$ cat config.mk
export PLATFORM = sky130hd
export DESIGN_NAME = rx71_word_align
export DESIGN_NICKNAME = d
export VERILOG_FILES = /design/src/rtl/rx71_word_align.sv
export SDC_FILE = /design/constraint.sdc
export NUM_CORES = 1
export LEC_CHECK = 0
export ABC_AREA = 0
export CAP_MARGIN = 20
export CELL_PAD_IN_SITES_DETAIL_PLACEMENT = 0
export CELL_PAD_IN_SITES_GLOBAL_PLACEMENT = 2
export CORE_MARGIN = 1.5
export CORE_UTILIZATION = 29
export DETAILED_ROUTE_END_ITERATION = 8
export PLACE_DENSITY_LB_ADDON = 0.2
export SLEW_MARGIN = 20
export SYNTH_ARGS = -nofsm -noshare
export SYNTH_HDL_FRONTEND = slang
export SYNTH_SLANG_ARGS = --single-unit
$ cat constraint.sdc
create_clock -name SCLK -period 3.58 [get_ports SCLK]
set_input_delay 0.716 -clock SCLK [delete_from_list [all_inputs] [get_ports SCLK]]
set_output_delay 0.716 -clock SCLK [all_outputs]
set_load 0.05 [all_outputs]
$ cat src/rtl/rx71_word_align.sv
// Word-alignment controller for the 7:1 LVDS receive path.
// Compares the deserialized clock-lane word against the expected pattern,
// requests bit slips (ALIGNWD) until it matches, then declares lock and
// forwards the data-lane words with a valid flag. Single clock domain (SCLK).
module rx71_word_align #(
  parameter logic [6:0] CLK_PATTERN   = 7'b1100011,
  parameter int         NUM_LANES     = 4,
  parameter int         SETTLE_CYCLES = 4,   // 2..15
  parameter int         LOCK_COUNT    = 16,  // 1..255
  parameter int         LOSS_COUNT    = 4,   // 1..15
  parameter int         MAX_SLIPS     = 7    // 1..15
) (
  input  logic                     SCLK,
  input  logic                     RST,
  input  logic                     START,
  input  logic [6:0]               CLK_WORD,
  input  logic [7*NUM_LANES-1:0]   DATA_IN,
  output logic                     ALIGNWD,
  output logic [7*NUM_LANES-1:0]   DATA_OUT,
  output logic                     DATA_VALID,
  output logic                     LOCKED,
  output logic                     ALIGN_ERR,
  output logic [3:0]               SLIP_CNT
);

  typedef enum logic [2:0] {
    ST_IDLE   = 3'd0,
    ST_SETTLE = 3'd1,
    ST_CHECK  = 3'd2,
    ST_SLIP   = 3'd3,
    ST_LOCK   = 3'd4,
    ST_ERROR  = 3'd5
  } state_t;

  // The settle counter counts down to zero, so it is loaded with N-1 to
  // give exactly SETTLE_CYCLES cycles in SETTLE.
  localparam logic [3:0] SETTLE_LOAD = 4'(SETTLE_CYCLES - 1);
  localparam logic [7:0] LOCK_LAST   = 8'(LOCK_COUNT - 1);
  localparam logic [3:0] LOSS_LAST   = 4'(LOSS_COUNT - 1);
  localparam logic [3:0] SLIP_MAX    = 4'(MAX_SLIPS);

  state_t     state;
  logic [3:0] settle_cnt;
  logic [7:0] match_cnt;
  logic [3:0] miss_cnt;
  logic       clk_match;

  assign clk_match = (CLK_WORD == CLK_PATTERN);

  // Alignment FSM with registered status outputs and slip request.
  // NOTE: every register here uses non-blocking assignment so all branches
  // see the pre-edge values of state and counters, matching hardware.
  always_ff @(posedge SCLK) begin
    if (RST) begin
      state      <= ST_IDLE;
      settle_cnt <= '0;
      match_cnt  <= '0;
      miss_cnt   <= '0;
      SLIP_CNT   <= '0;
      ALIGNWD    <= 1'b0;
      LOCKED     <= 1'b0;
      ALIGN_ERR  <= 1'b0;
    end else begin
      // Slip request is a single-cycle pulse; only the CHECK->SLIP transition raises it.
      ALIGNWD <= 1'b0;
      case (state)
        ST_IDLE: begin
          if (START) begin
            state      <= ST_SETTLE;
            settle_cnt <= SETTLE_LOAD;
            SLIP_CNT   <= '0;
            match_cnt  <= '0;
          end
        end

        ST_SETTLE: begin
          if (settle_cnt == 4'd0) begin
            state <= ST_CHECK;
          end else begin
            settle_cnt <= settle_cnt - 4'd1;
          end
        end

        ST_CHECK: begin
          if (clk_match) begin
            match_cnt <= match_cnt + 8'd1;
            if (match_cnt == LOCK_LAST) begin
              state    <= ST_LOCK;
              LOCKED   <= 1'b1;
              miss_cnt <= '0;
            end
          end else begin
            match_cnt <= '0;
            if (SLIP_CNT == SLIP_MAX) begin
              state     <= ST_ERROR;
              ALIGN_ERR <= 1'b1;
            end else begin
              state   <= ST_SLIP;
              ALIGNWD <= 1'b1;
            end
          end
        end

        ST_SLIP: begin
          SLIP_CNT   <= SLIP_CNT + 4'd1;
          settle_cnt <= SETTLE_LOAD;
          state      <= ST_SETTLE;
        end

        ST_LOCK: begin
          // START and a final lock-loss miss collapse into one realign.
          if (START || (!clk_match && (miss_cnt == LOSS_LAST))) begin
            state      <= ST_SETTLE;
            LOCKED     <= 1'b0;
            settle_cnt <= SETTLE_LOAD;
            SLIP_CNT   <= '0;
            match_cnt  <= '0;
            miss_cnt   <= '0;
          end else if (clk_match) begin
            miss_cnt <= '0;
          end else begin
            miss_cnt <= miss_cnt + 4'd1;
          end
        end

        ST_ERROR: begin
          if (START) begin
            state      <= ST_SETTLE;
            ALIGN_ERR  <= 1'b0;
            settle_cnt <= SETTLE_LOAD;
            SLIP_CNT   <= '0;
            match_cnt  <= '0;
          end
        end

        default: begin
          state     <= ST_IDLE;
          LOCKED    <= 1'b0;
          ALIGN_ERR <= 1'b0;
        end
      endcase
    end
  end

  // Data path: one-cycle register stage; valid follows LOCKED by one cycle
  // so it lines up with the registered data.
  always_ff @(posedge SCLK) begin
    if (RST) begin
      DATA_OUT   <= '0;
      DATA_VALID <= 1'b0;
    end else begin
      DATA_OUT   <= DATA_IN;
      DATA_VALID <= LOCKED;
    end
  end

endmodule

### After elaboration in Yosys (flattened, before gate mapping)

Index checks and enable logic that the tools add are counted.

* word-level logic and storage cells: 88
* flip-flop bits (word level): 55
* input port bits: 38
* output and inout port bits: 36

* $add $sub $neg: 4
* mux-type cells: 32
* reductions and logical operators: 20
* bitwise operators: 3
* equality and inequality tests: 19

Operators with widths (count)
* two-way mux 4 bit: 9
* two-way mux 8 bit: 3
* case mux 8 bit (3 select lines): 1
* two-way mux 3 bit: 6
* inequality test 2 bit (second input constant): 8
* case mux 4 bit (4 select lines): 1
* AND reduction 4 bit: 4
* case mux 3 bit (5 select lines): 1
* case mux 4 bit (3 select lines): 1
* AND reduction 3 bit: 3
* adder 4 x 1 -> 4 bit (second input constant): 2
* adder 8 x 1 -> 8 bit (second input constant): 1
* equality test 8 x 4 -> 1 bit (second input constant): 1
* case mux 4 bit (2 select lines): 1
* OR reduction 4 bit: 2
* equality test 7 bit (second input constant): 1
* two-way mux 1 bit: 7
* equality test 3 x 2 -> 1 bit (second input constant): 2
* equality test 3 bit (second input constant): 2
* case mux 1 bit (3 select lines): 2
* nonzero test 3 bit: 2
* equality test 4 x 2 -> 1 bit (second input constant): 1
* equality test 4 x 3 -> 1 bit (second input constant): 1
* logical NOT 4 bit: 1
* other kinds (13): 15

### Depth between registers and ports, before layout

Gate-level depths: netlist of the first run.

* depth after elaboration: 6
* mapped depth: 6
* gate-level depth less buffers: 6

### Worst setup path after synthesis of the first run

OpenSTA, ideal clock, no wires.

* kind: input to register
* start: input CLK_WORD[4]
* end: register match_cnt[1]
* path slack: 1.680 ns
* data arrival time: 1.829 ns
* path buffers: 0
* setup time: 0.070 ns
* stages: 4
* cell sequence: nand4bb_1 > or2_2 > or4_1 > a21oi_1

* longest elaborated chain between the ends: 6
* elaborated cells between the ends (all ways): 8

RTL lines
* from (decl): RTL line 16 `input logic [6:0] CLK_WORD,`
* equality test 7 bit *: RTL line 48 `assign clk_match = (CLK_WORD == CLK_PATTERN);`
* logical NOT 1 bit: RTL line 112 `if (START || (!clk_match && (miss_cnt == LOSS_LAST))) begin`
* logical AND 1 bit: RTL line 112
* logical OR 1 bit: RTL line 112
* inequality test 2 bit (no source line)
* AND reduction 3 bit (no source line)
* to (signal assigned): RTL line 86 `match_cnt <= match_cnt + 8'd1;`
* to (decl): RTL line 44 `logic [7:0] match_cnt;`

Mark *: on every way between the ends. The rest lies on a longest branch, timed or not.
A chain may end at the register's enable or synchronous reset.

### Worst setup path in the final report of the first run

Same ends and word-level chain as after synthesis.

==> metrics, run 1 <==
outcome finished clean; hold buffer count at cts 0; H-tree level count 2; DP HPWL 4.28 mm; Slew HR 0.556; Yosys top cell area share 0.476; Clock Path Buffers 2; Fin. Hold Viols 0; power share of the clock group 0.241; switching share of power 0.343; syn_nets 286; Int Power 964 uW; Clock Sinks 55; Yosys warnings 0; Syn Inst Count 243; Wirelength per Cell 14.1 um; FFs w/ async S/R, synth 0; setup tns final 0 ns; Setup-failing EPs final 0; fraction of layout cells with a size suffix above 1 0.0577; Comb pwr share 0.281; Initial Util 0.300; # fillers 768; CTS tree done; largest cells by area after synthesis dfxtp_1 48%, nor2b_1 8.6%, nand2_1 2.8%; layout net count 354; arrival time worst endpoint 2.80 ns; Max VDD drop 0.180 mV; Synth area leader dfxtp_1; sequential cell area fraction in the yosys report 0.476; row count 32; Synth Register Bits 55; Post-synth EDFFs 0; post-synthesis cell area 2310 um2; Synth Flop Type dfxtp_1; fin util 0.414; critical path required time 3.83 ns; endpoint class of the critical path flip-flop; post-CTS setup buffers 0; CP peak stage delay 0.52 ns; FMAX 392 MHz; distinct cell type count after synthesis 52; Die Area 8530 um2; Die Y 92.3 um; worst-margin pin slew 0.664 ns; DR vias 2,009; die span in x 92.3 um; CTS root buffer clkbuf_8; core box area 7730 um2; Inst Count DP 406; initial antenna violation count 0; global route overflow 0; Num CTS Buffers 5; Sequential Power Share 0.478; CP Class input pin to flip-flop; Syn Area/Cell 9.53 um2; post-CTS sizing 0; I/O Buffers 73; Hold WS 0.491 ns; CP max stage cell nand4bb_1; Max Transition Viols Final 0; Tmin final 2.55 ns; RSZ-0062 raised after global routing no; Worst-Skew Late Latency 0.31 ns; wirelength, routed 5.85 mm; Worst Skew 0.00733 ns; pin count of the biggest net entering global routing 30; gr usage total 0.142; total net switching power 504 uW; global-route wire length before repair 9.52 mm; Via-to-Cell Ratio 4.85; DR iter-0 viols 158; Antenna Nets Post-Route 0; Post-Layout Cell Count 414; DRT Pass-1 Iters 4; period utilisation layout 0.712; PwrDens 459 nW/um2; RD Place Congestion 0.792; Min-Delay Path Class flip-flop to flip-flop; cells along the critical path clkdlybuf4s50_1 > nand4bb_1 > or2_2 > or4_1 > a21oi_1; Max-cap violations 0; I/O pin count 74; Leak Pwr 0.00112 uW; area grow syn2layout 38.3%; DR DRC count 0; ant diodes 0; vias in the first global route 1,842; CP Launch Type input pin; maximum fanout along the worst path 11; Reg clk slew, reported paths 0.10 ns
==> kinds of logic (layout without fill, tap and decap cells) <==
group,after synthesis,in the layout,synth area share
AND/OR/NAND/NOR,98,98,0.248
AO/OA/AOI/OAI,61,61,0.197
flip-flops,55,55,0.476
buffers and inverters,21,90,0.0405
adder cells (fa/ha/maj),5,5,0.0270
XOR/XNOR,2,2,0.00757
multiplexers,1,1,0.00432
==> cells in the mapped netlist (2+ instances only) <==
master,n
inv_1,8
nand4_1,2
a41oi_1,3
nor3b_1,3
o32ai_1,3
ha_1,5
o211ai_1,4
nand2b_1,5
buf_4,3
xnor2_1,2
o21ai_0,5
buf_2,3
clkbuf_1,6
a211oi_1,5
nor4_1,3
a31oi_1,4
dfxtp_1,55
nand2_1,17
o211a_1,2
nor3_1,6
nor2b_1,32
or3b_2,2
and3_1,3
a311oi_1,7
nand3b_1,2
o21a_1,3
a21oi_1,12
nand3_1,8
nor2_1,7
==> metal layers <==
layer / share of wire / track usage / vias to the layer above
met5: 0 / 0 / -
met4: 0.011 / 0.0436 / 0
met3: 0.036 / 0.0328 / 5
met2: 0.49 / 0.224 / 33
met1: 0.46 / 0.191 / 951
li1: - / - / 1020
==> sequential cells by signal (all words and copies together), names as in the netlist <==
signal      cells
SLIP_CNT        4
LOCKED          1
ALIGNWD         1
DATA_OUT       28
miss_cnt        4
DATA_VALID      1
state           3
ALIGN_ERR       1
match_cnt       8
settle_cnt      4
==> layout by cell type (no fill, tap or decap), types with 4 or more instances in the layout <==
master            n
a21oi_1          12
o21ai_0           5
nor2b_1          32
clkbuf_8          5
nor2_1            7
nand3_1           8
a31oi_1           4
a211oi_1          5
a311oi_1          7
nand2_1          17
o211ai_1          4
ha_1              5
clkdlybuf4s50_1  72
nor3_1            6
inv_1             8
nand2b_1          5
dfxtp_1          55
==> worst paths after layout <==
check                     from            to  slack [ns]  cells after the start
setup / recovery   CLK_WORD[4]  match_cnt[1]        1.03                      5
setup reg to reg      state[1]   miss_cnt[3]        1.46                      4
hold reg to reg   match_cnt[7]  match_cnt[7]        0.49                      1
hold / removal    match_cnt[7]  match_cnt[7]        0.49                      1
==> through the flow <==
stage          instance area (um2)  total power [uW]  setup WS, ns
2_1_floorplan                 2310              1000          1.68
3_3_place_gp                  3110              1130         0.773
3_5_place_dp                  3110              1130         0.717
4_1_cts                       3200              1490          1.04
5_1_grt                       3200              1560         0.927
6_report                      3200              1470          1.03
==> final cells by class <==
class,count,area (um2),area share
tap,102,128,0.0399
sequential,55,1100,0.344
inverter,8,30.0,0.00938
multi-input combinational,167,1120,0.350
clock buffer,6,72.6,0.0227
timing repair buffer,74,733,0.229
clock inverter,2,16.3,0.00508
==> critical path: cells and delay by family <==
kind | cells | cell delay, ns
AOI/OAI and AO/OA | 1 | 0.15
and+or+nand+nor | 3 | 1.55
buffers and inverters | 1 | 0.39
==> power by group through the flow <==
stage	combinational [uW]	sequential, uW	clock [uW]
2_1_floorplan	246	755	0
3_3_place_gp	414	718	0
3_5_place_dp	414	716	0
4_1_cts	416	702	370
5_1_grt	455	710	399
6_report	412	702	354
No activity file was read; power rests on OpenSTA's default activity.
==> inputs of run 2 (changes only) <==
--- a/config.mk
+++ b/config.mk
@@ -10,7 +10,7 @@
 export CELL_PAD_IN_SITES_DETAIL_PLACEMENT = 0
 export CELL_PAD_IN_SITES_GLOBAL_PLACEMENT = 2
 export CORE_MARGIN = 1.5
-export CORE_UTILIZATION = 29
+export CORE_UTILIZATION = 24
 export DETAILED_ROUTE_END_ITERATION = 8
 export PLACE_DENSITY_LB_ADDON = 0.2
 export SLEW_MARGIN = 20
==> constraint.sdc (replaced) <==
create_clock -name SCLK -period 2.3 [get_ports SCLK]
set_input_delay 0.46 -clock SCLK [delete_from_list [all_inputs] [get_ports SCLK]]
set_output_delay 0.46 -clock SCLK [all_outputs]
set_load 0.05 [all_outputs]
==> metrics, run 2 (synthesis results as in run 1) <==
Antenna Nets Post-Route 0 (unchanged); endpoint class of the critical path output pin; DRT Pass-1 Iters 4 (unchanged); commonest cells after routing, fill and taps aside 72 x clkdlybuf4s50_1, 55 x dfxtp_1, 32 x nor2b_1; post-CTS sizing 0 (unchanged); CP bufs+invs 1 (unchanged); reg2reg start state[2]; Die Area 10,200 um2 (+20%); Tmin final 2.05 ns; cells along the critical path clkdlybuf4s50_1; CP peak stage delay 0.84 ns (+0.32 ns); vias in the first global route 1,989 (+8.0%); PwrDens 703 nW/um2 (+53%); H-tree level count 2 (unchanged); outcome finished clean; Post-Layout Cell Count 447 (+8.0%); CP Launch Type flip-flop; worst-margin pin slew 0.636 ns (-0.0285 ns); R2R setup slack 0.35 ns (-1.11 ns); Hold WS 0.502 ns (+0.0109 ns); Worst setup startpoint SLIP_CNT[0]; initial antenna violation count 0 (unchanged); post-CTS setup buffers 0 (unchanged); Via-to-Cell Ratio 4.54 (-6.4%); global-route wire length before repair 9.98 mm (+4.8%); arrival time worst endpoint 1.59 ns (-1.21 ns); Clock Path Buffers 2 (unchanged); Reg clk slew, reported paths 0.11 ns (about the same); Top reg by flops DATA_OUT; CP top delay family buffers and inverters; # fillers 985 (+28%); Max-cap violations 0 (unchanged); core box area 9280 um2 (+20%); Initial Util 0.249 (-0.0502); max reg flops 28 (unchanged); Fin. Hold Viols 0 (unchanged); Die Y 101 um (+9.6%); CTS tree done; DR vias 2,031 (+1.1%); Num CTS Buffers 5 (unchanged); gr usage total 0.124 (-0.0182); Leak Pwr 0.00116 uW (+3.4%); DR DRC count 0 (unchanged); fin util 0.356 (-0.0585); row count 35 (+9.4%); fraction of layout cells with a size suffix above 1 0.0786 (+0.0209); worst hold path stage count 1 (unchanged); PnR worst setup slack 0.250 ns (-0.781 ns); min-delay src LOCKED; hold endpoint DATA_VALID; CP max stage cell clkdlybuf4s50_1; CTS root buffer clkbuf_8; pre-CTS setup slack 0.160 ns (-0.557 ns); area grow syn2layout 42.6%; maximum fanout along the worst path 5 (-6); setup tns final 0 ns (unchanged); DR iter-0 viols 73 (-54%); largest registers DATA_OUT: 28 flops, match_cnt: 8 flops; Max Transition Viols Final 0 (unchanged); Min-Delay Path Class flip-flop to flip-flop; CP Class flip-flop to output pin; commonest non-fill, non-tap cell in the layout clkdlybuf4s50_1; ant diodes 0 (unchanged); Wirelength per Cell 13.8 um (-2.1%); Clock Sinks 55 (unchanged); die span in x 101 um (+9.6%); Worst Reg-to-Reg Cells 4 (unchanged); critical path required time 1.84 ns (-1.99 ns); Max VDD drop 0.274 mV (+53%); FMAX 488 MHz; Worst-Skew Late Latency 0.31 ns (about the same); I/O Buffers 73 (unchanged); Setup-failing EPs final 0 (unchanged); logic depth of the worst path, buffers included 1 (-4); pin count of the biggest net entering global routing 56 (+87%); RSZ-0062 raised after global routing no; Inst Count DP 439 (+8.1%); wirelength, routed 6.18 mm (+5.7%); global route overflow 0 (unchanged); Worst Skew 0.00945 ns (+0.00212 ns); reg-to-reg critical path endpoint match_cnt[1]; DP HPWL 4.45 mm (+3.8%); RD Place Congestion 0.738 (-6.8%); I/O pin count 74 (unchanged); hold buffer count at cts 0 (unchanged); period utilisation layout 0.891; layout net count 360 (+1.7%); Slew HR 0.575 (+0.0187)
-- run 2: changes by cell type in the layout (fill, tap and decap cells not counted), sizes merged --
cell | previous run | this run
buf | 2 | 8
inv | 9 | 8
clkinv | 0 | 1
-- run 2: power by group --
part           leakage (uW)  switching, uW  internal, uW
registers          0.000452           62.1          1020
logic              0.000664            394           269
clock network     0.0000474            331           247
total               0.00116            787          1540
-- run 2: metal layers --
layer  share of wire  routed length [um]  GRT usage
met4          0.0058                  36     0.0256
met2            0.49                3010      0.200
met3           0.030                 184     0.0235
met5               0                   0          0
met1            0.48                2950      0.173
-- run 2: per-stage QoR --
stage               total power, uW  area [um2]
floorplan                      1560        2310
global placement               1770        3200
detailed placement             1770        3200
CTS                            2360        3300
global route                   2470        3300
finish                         2320        3300
-- run 2: worst max-delay path by stage --
stage / endpoint / slack, ns
after global routing: state[1] / 0.17
final: SLIP_CNT[0] / 0.25
after detailed placement: match_cnt[1] / 0.16
after floorplan: match_cnt[1] / 0.66
after global placement: match_cnt[1] / 0.18
after CTS: SLIP_CNT[0] / 0.23
-- run 2: final cells by class --
cell class                      instances  area (um2)  share of cell area
Multi-Input combinational cell        167        1120               0.339
Sequential cell                        55        1100               0.333
Timing Repair Buffer                   80         791               0.239
Tap cell                              129         161              0.0489
Clock buffer                            6        82.6              0.0250
Inverter                                8        30.0             0.00909
Clock inverter                          2        16.3             0.00493
